--- src/rtl/bs_rr_ctrl.sv ---
// Round-robin packet bus controller: pops one packet from a pending driver FIFO and
// pushes it to the decoded destination(s). Define BS_RR_CTRL_BCAST_EN to enable broadcast delivery.
module bs_rr_ctrl #(
    parameter int          DRVRS     = 4,
    parameter int          PCKG_SZ   = 32,
    parameter logic [7:0]  BROADCAST = 8'hFF
) (
    input  logic                            clk,
    input  logic                            reset,
    input  logic [DRVRS-1:0]                pndng,
    input  logic [DRVRS-1:0][PCKG_SZ-1:0]   D_pop,
    output logic [DRVRS-1:0]                pop,
    input  logic [DRVRS-1:0]                full,
    output logic [DRVRS-1:0]                push,
    output logic [DRVRS-1:0][PCKG_SZ-1:0]   D_push,
    output logic [DRVRS-1:0]                grant,
    output logic                            busy,
    output logic                            drop
);

    localparam int IW = (DRVRS > 1) ? $clog2(DRVRS) : 1;

    typedef enum logic [1:0] {
        IDLE = 2'd0,
        POP  = 2'd1,
        PUSH = 2'd2
    } state_t;

    state_t               r_state;
    logic [IW-1:0]        r_last;
    logic [DRVRS-1:0]     r_grant;
    logic [PCKG_SZ-1:0]   r_pkt;
    logic [DRVRS-1:0]     r_dmask;

    logic                 w_found;
    logic [IW-1:0]        w_next_idx;
    logic [DRVRS-1:0]     w_next_grant;
    int                   w_dist;
    int                   w_best;

    logic [PCKG_SZ-1:0]   w_sel_pkt;
    logic [7:0]           w_tgt;
    logic [DRVRS-1:0]     w_dmask;
    logic                 w_push_go;

    // Pick the pending lane with the smallest rotational distance after r_last.
    always_comb begin
        w_found      = 1'b0;
        w_next_idx   = '0;
        w_best       = DRVRS;
        w_dist       = 0;
        w_next_grant = '0;
        for (int d = 0; d < DRVRS; d++) begin
            if (pndng[d]) begin
                w_dist = d - int'(r_last) - 1;
                if (w_dist < 0) w_dist = w_dist + DRVRS;
                if (w_dist < w_best) begin
                    w_best     = w_dist;
                    w_next_idx = IW'(d);
                    w_found    = 1'b1;
                end
            end
        end
        for (int d = 0; d < DRVRS; d++) begin
            w_next_grant[d] = w_found && (int'(w_next_idx) == d);
        end
    end

    assign w_sel_pkt = D_pop[r_last];
    assign w_tgt     = w_sel_pkt[PCKG_SZ-1 -: 8];

`ifdef BS_RR_CTRL_BCAST_EN
    logic [7:0] w_src;
    assign w_src = w_sel_pkt[PCKG_SZ-9 -: 8];
`endif

    always_comb begin
        w_dmask = '0;
        for (int d = 0; d < DRVRS; d++) begin
            if (int'(w_tgt) == d) w_dmask[d] = 1'b1;
        end
`ifdef BS_RR_CTRL_BCAST_EN
        if (w_tgt == BROADCAST) begin
            // A source outside the driver range matches no lane, so nothing is cleared.
            for (int d = 0; d < DRVRS; d++) begin
                w_dmask[d] = (int'(w_src) != d);
            end
        end
`else
        if (w_tgt == BROADCAST) w_dmask = '0;
`endif
    end

    // Delivery is all-or-nothing: every destination must have room in the same cycle.
    assign w_push_go = (r_state == PUSH) && (r_dmask != '0) && ((r_dmask & full) == '0);

    always_ff @(posedge clk) begin
        // NOTE: state uses non-blocking assignments so every register samples pre-edge values.
        if (reset) begin
            r_state <= IDLE;
            r_last  <= IW'(DRVRS - 1);
            r_grant <= '0;
            r_pkt   <= '0;
            r_dmask <= '0;
        end else begin
            case (r_state)
                IDLE: begin
                    if (w_found) begin
                        r_grant <= w_next_grant;
                        r_last  <= w_next_idx;
                        r_state <= POP;
                    end
                end
                POP: begin
                    r_pkt   <= w_sel_pkt;
                    r_dmask <= w_dmask;
                    r_state <= PUSH;
                end
                PUSH: begin
                    if ((r_dmask == '0) || w_push_go) begin
                        r_grant <= '0;
                        r_state <= IDLE;
                    end
                end
                default: begin
                    r_grant <= '0;
                    r_state <= IDLE;
                end
            endcase
        end
    end

    always_comb begin
        pop   = (r_state == POP) ? r_grant : '0;
        push  = w_push_go ? r_dmask : '0;
        grant = r_grant;
        busy  = (r_state != IDLE);
        drop  = (r_state == PUSH) && (r_dmask == '0);
        for (int d = 0; d < DRVRS; d++) begin
            D_push[d] = w_push_go ? r_pkt : '0;
        end
    end

endmodule

--- config.mk ---
export PLATFORM = sky130hd
export DESIGN_NAME = bs_rr_ctrl
export DESIGN_NICKNAME = d
export VERILOG_FILES = /design/src/rtl/bs_rr_ctrl.sv
export SDC_FILE = /design/constraint.sdc
export NUM_CORES = 1
export LEC_CHECK = 0
export CAP_MARGIN = 20
export CORE_AREA = 2 2 108 110
export CTS_CLUSTER_DIAMETER = 60
export DETAILED_ROUTE_END_ITERATION = 10
export DIE_AREA = 0 0 110 112
export PLACE_DENSITY_LB_ADDON = 0.25
export SYNTH_ARGS = -nofsm -noshare
export SYNTH_HDL_FRONTEND = slang
export SYNTH_SLANG_ARGS = --single-unit
--- constraint.sdc ---
create_clock -name clk -period 12.7 [get_ports clk]
set_input_delay 1.27 -clock clk [delete_from_list [all_inputs] [get_ports clk]]
set_output_delay 1.27 -clock clk [all_outputs]
set_load 0.005 [all_outputs]
# Yosys cells after proc, flatten, opt, wreduce, memory -nomap -nowiden
# Index checks and enable logic that the tools add are counted.
[op_classes]
add_sub_neg = 12
n_lt_le_gt_ge = 9
eq_ne = 11
n_mux = 44
n_bitwise = 2
reduce_logical = 18
[ops]
columns = ["cell", "n"]
rows = [
  ["32-bit 2-to-1 mux", 16],
  ["32-bit < comparator", 3],
  ["32-bit binary-select mux with 2-bit select", 1],
  ["32-bit by 4-bit < comparator with 1-bit output, second input constant", 1],
  ["4-bit by 4-bit adder with 5-bit output, second input constant", 4],
  ["4-bit 2-to-1 mux", 5],
  ["8-bit by 3-bit equality test with 1-bit output, second input constant", 2],
  ["4-bit by 1-bit < comparator with 1-bit output, second input constant", 4],
  ["3-bit by 2-bit subtractor with 4-bit output, second input constant", 4],
  ["1-bit 2-to-1 mux", 14],
  ["2-bit 2-to-1 mux", 6],
  ["4-bit case mux with 3 select lines", 1],
  ["8-bit by 2-bit equality test with 1-bit output, second input constant", 1],
  ["8-bit equality test, second input constant", 1],
  ["4-bit zero test", 2],
  ["8-bit zero test", 1],
  ["1-bit logical AND", 7],
  ["2-bit equality test, second input constant", 3],
  ["2-bit case mux with 3 select lines", 1],
  ["1-bit by 2-bit subtractor with 3-bit output, first input constant", 2],
  ["2-bit by 2-bit subtractor with 3-bit output, first input constant", 2],
  ["4-bit AND", 1],
  ["2-bit by 1-bit equality test with 1-bit output, second input constant", 2],
  ["2-bit zero test", 2],
  ["8 further kinds", 10],
]
[totals]
reg_bits = 44
inputBits = 138
output_inout_bits = 142
elab_cells = 101

# Depth between registers and ports, before layout
[depth]
ltp_word = 21
depth_mapped = 24
mapped_depth_nobuf = 21

# Worst setup path after synthesis
# Ideal clock, no wire load.
[synth_path]
path_type = "reg2reg"
startpoint = "register r_last[1]"
endpoint = "register r_last[0]"
setup_time_ps = 132
arrival_time_ps = 5619
slack_ps = 6948
path_stages_with_launch = 25
path_buffers = 3
cell_sequence = "dfxtp_1 -> clkbuf_1 -> clkbuf_1 -> buf_1 -> inv_1 -> ha_1 -> xnor2_1 -> nand2_1 -> ha_1 -> nor2b_1 -> nand2_1 -> a21oi_1 -> nor2_1 -> mux2_2 -> ha_1 -> or4_4 -> or3_4 -> o22ai_4 -> mux2_2 -> ha_1 -> inv_1 -> o311ai_0 -> a21oi_1 -> a21oi_2 -> a32oi_1"
[synth_between]
elab_chain_len = 18
[synth_lines]
columns = ["item", "line_no", "rtl"]
rows = [
  ["start: declaration", "30", "logic [IW-1:0] r_last;"],
  ["start signal: assignment", "101", "r_last <= IW'(DRVRS - 1);"],
  ["start signal: assignment", "110", "r_last <= w_next_idx;"],
  ["1-bit by 2-bit subtractor with 3-bit output", "55", "w_dist = d - int'(r_last) - 1;"],
  ["3-bit by 2-bit subtractor with 4-bit output", "55", ""],
  ["4-bit by 4-bit adder with 5-bit output or 4-bit by 1-bit < comparator with 1-bit output (tied branches)", "56", "if (w_dist < 0) w_dist = w_dist + DRVRS;"],
  ["32-bit 2-to-1 mux", "56", ""],
  ["32-bit 2-to-1 mux", "54", "if (pndng[d]) begin"],
  ["32-bit by 4-bit < comparator with 1-bit output", "57", "if (w_dist < w_best) begin"],
  ["32-bit 2-to-1 mux", "57", ""],
  ["32-bit 2-to-1 mux", "54", ""],
  ["[2 not listed]", "n/a", ""],
  ["32-bit 2-to-1 mux", "54", ""],
  ["32-bit < comparator", "57", ""],
  ["32-bit 2-to-1 mux", "57", ""],
  ["32-bit 2-to-1 mux", "54", ""],
  ["32-bit < comparator", "57", ""],
  ["1-bit 2-to-1 mux", "57", ""],
  ["1-bit 2-to-1 mux", "54", ""],
  ["2-bit AND reduction (no source line)", "n/a", ""],
]
# Parallel ways exist; a longest one is shown, timed or not. The select of a mux whose other input is x is not followed.
# A chain may end at the register's enable or synchronous reset.

# Final worst setup path
# Same ends and word-level chain as after synthesis.

==> metrics.txt <==
Hold Vio Cnt, Final 0; Fmax 0.165 GHz; Post-DP HPWL 10,300 um; Vias/cell 4.87; Clock Latency Late Sink 0.28 ns; hold buffers post-CTS 0; fin. max-slew vios 0; kind of critical path reg -> reg; Pwr Total 826 uW; # diodes 0; first-pass GRT wire length 19,300 um; Req. time, crit path 12.85 ns; root buf cell clkbuf_16; share of synthesized cell area in and, or, nand and nor gates 19.5%; Final Cycle Share 47.7%; Core Region 11,200 um2; CP cell instances inv_1, ha_1, xnor2_1, nand2_1, ha_1, nor2b_1, nand2_1, a21oi_1, nor2_1, mux2_2, ha_1, or4_4, or3_4, o22ai_4, mux2_2, ha_1, inv_1, o311ai_0, a21oi_1, a21oi_2, a32oi_1; most common cell after layout, fill and taps aside clkdlybuf4s50_1; crit path from r_last[1]; crit path max fanout 36; post_cts resized 0; Slew @ Worst Pin 0.915 ns; Yosys cell types 43; slowest stage delay, CP 0.93 ns; CTS H-tree depth 2; Final nets 774; DR iter-0 viols 130; startpoint types register; R2R Path Start r_last[1]; Switch Pwr 317 uW; register-to-register setup slack 6.64 ns; port buffer count 279; Clock Path Buffers 2; P_leak 0.00231 uW; post-synth net total 605; Reg power frac 24.3%; most frequent cells in the layout clkdlybuf4s50_1 (278), nand2_1 (73), a21oi_1 (45), dfxtp_1 (42), and2_1 (41); Area Growth Syn to Fin 61.1%; Ports 280; share of cells above drive strength 1 9.13%; top_reg_cell synth dfxtp_1; Sink Count 44; Clock power frac 18.4%; Final GP Congestion 0.896; CP Capture Type register; Rows 39; largest family of logic cells by synthesized area buffers and inverters; Critical Path Slowest Stage Cell dfxtp_2; Die Y 112 um; Worst-path clk slew 0.06 ns; synthesis-stage register bit count 44; setup_tns 0 ns; Synth Area in Compound Gates 11.2%; worst hold path class reg -> reg; status finished clean; drt first pass iters 4; RSZ-0062 raised after global routing no; Mapped Area 3870 um2; Avg Cell Area, Syn 8.54 um2; Worst VDD drop 0.135 mV; switch share 38.4%; routed wire length 13,000 um; Hold EP r_pkt[19]; Tot GR Track Use 20.0%; post-layout util 55.9%; Die W 110 um; hold path cells 2; Residual DRC 0; Die ar. 12,300 um2; via count 3,739; Crit path arrival time 6.21 ns; starting density of the core 34.7%; Max Cap Violations 0; Combinational Power Share 57.3%; clk_skew 0.00617 ns; xor and xnor area share after synthesis 0.678%; hold_sp r_pkt[19]; post-synthesis mux area share 19.2%; CTS tree built; PwrDens 132 nW/um2; worst rel slew slack 39.0%; Top cell by count, worst path ha_1; Async S/R FF share, synth 0%; post-synthesis cell count 454; initial antenna violation count 0; internal power 509 uW; minimum clock period 6.06 ns; largest net degree at the start of global routing 42; Yosys warnings 0; vias in the first global route 3,595; Setup-failing EPs final 0; post-synthesis sequential area ratio 22.7%; Worst Reg-to-Reg Cells 21; worst hold margin 0.448 ns; fraction of the mapped netlist area in adder cells 4.20%; Post-synth EDFFs 0; Post-CTS Setup Repair Bufs 0; GRT overflow 0; FF-to-FF End r_last[0]; Inserted Clock Buffers 5; ANT nets after route 0; per-cell routed wire length 16.9 um
-- cell families after synthesis --
logic type | count (synthesis)
AND/OR/NAND/NOR | 153
AO/OA/AOI/OAI | 72
multiplexers | 34
buffers and inverters | 135
flip-flops | 44
adder cells (fa/ha/maj) | 13
XOR/XNOR | 3
-- per-layer routing --
| metal | track usage [%] | vias up | part of all wire (%) |
|---|---|---|---|
| li1 | - | 1799 | - |
| met1 | 23.3 | 1773 | 38 |
| met2 | 36.7 | 157 | 53 |
| met3 | 4.22 | 10 | 7.9 |
| met4 | 4.89 | 0 | 1.0 |
| met5 | 0 | - | 0 |
-- flip-flops by register name, indices dropped and copies added, names as in the netlist --
name and flops:
grant 4, r_pkt 32, r_last 2, r_state 2, r_dmask 4
-- how the worst max path moves through the flow --
stage                     depth (start not counted)        end
after detailed placement                         19  r_last[0]
final                                            21  r_last[0]
after global routing                             21  r_last[0]
after CTS                                        21  r_last[0]
after floorplan                                  24  r_last[0]
after global placement                           19  r_last[0]
-- critical path: cells and delay by family, from the launching register on --
family / cells / cell delay (ns)
simple gates: 6 / 1.44
compound gates: 6 / 1.32
fa+ha+maj: 4 / 1.07
flops: 1 / 0.93
mux: 2 / 0.70
xor+xnor: 1 / 0.25
buf+inv: 2 / 0.22
-- synthesized netlist by cell type (2+ instances only) --
master / instances / area, um2
nor2b_1: 3 / 18.8
nand2b_1: 7 / 43.8
o21ai_0: 9 / 45.0
inv_1: 15 / 56.3
a22oi_1: 4 / 30.0
a21o_2: 2 / 17.5
dfxtp_1: 44 / 881
nor3_1: 3 / 15.0
ha_1: 13 / 163
nand2_1: 73 / 274
mux4_2: 32 / 721
clkbuf_1: 17 / 63.8
xnor2_1: 2 / 17.5
buf_2: 4 / 20.0
buf_1: 3 / 11.3
a32o_1: 2 / 20.0
mux2_2: 2 / 22.5
buf_4: 96 / 721
and2_1: 41 / 257
nor2_1: 13 / 48.8
a21oi_1: 45 / 225
nor4_1: 3 / 18.8
-- power groups by stage --
stage          combinational, uW  sequential [uW]  clock (uW)
2_1_floorplan                346              184           0
3_3_place_gp                 461              203           0
3_5_place_dp                 471              205           0
4_1_cts                      475              202         157
5_1_grt                      524              206         161
6_report                     473              201         152
-- final cells by class --
cell class                      count  area, um2
Inverter                           15       56.3
Fill cell                        1045       4930
Clock buffer                        6        139
Tap cell                          143        179
Multi-Input combinational cell    275       2130
Timing Repair Buffer              282       2810
Sequential cell                    44        883
Clock inverter                      2       38.8
-- per-stage QoR --
stage | cell area, um2 | instances | setup WS, ns
2_1_floorplan | 3870 | 454 | 6.95
3_3_place_gp | 6060 | 759 | 6.62
3_5_place_dp | 6060 | 759 | 6.51
4_1_cts | 6240 | 767 | 6.65
5_1_grt | 6240 | 767 | 6.26
6_report | 6240 | 767 | 6.64
(Power assumes the default switching activity.)
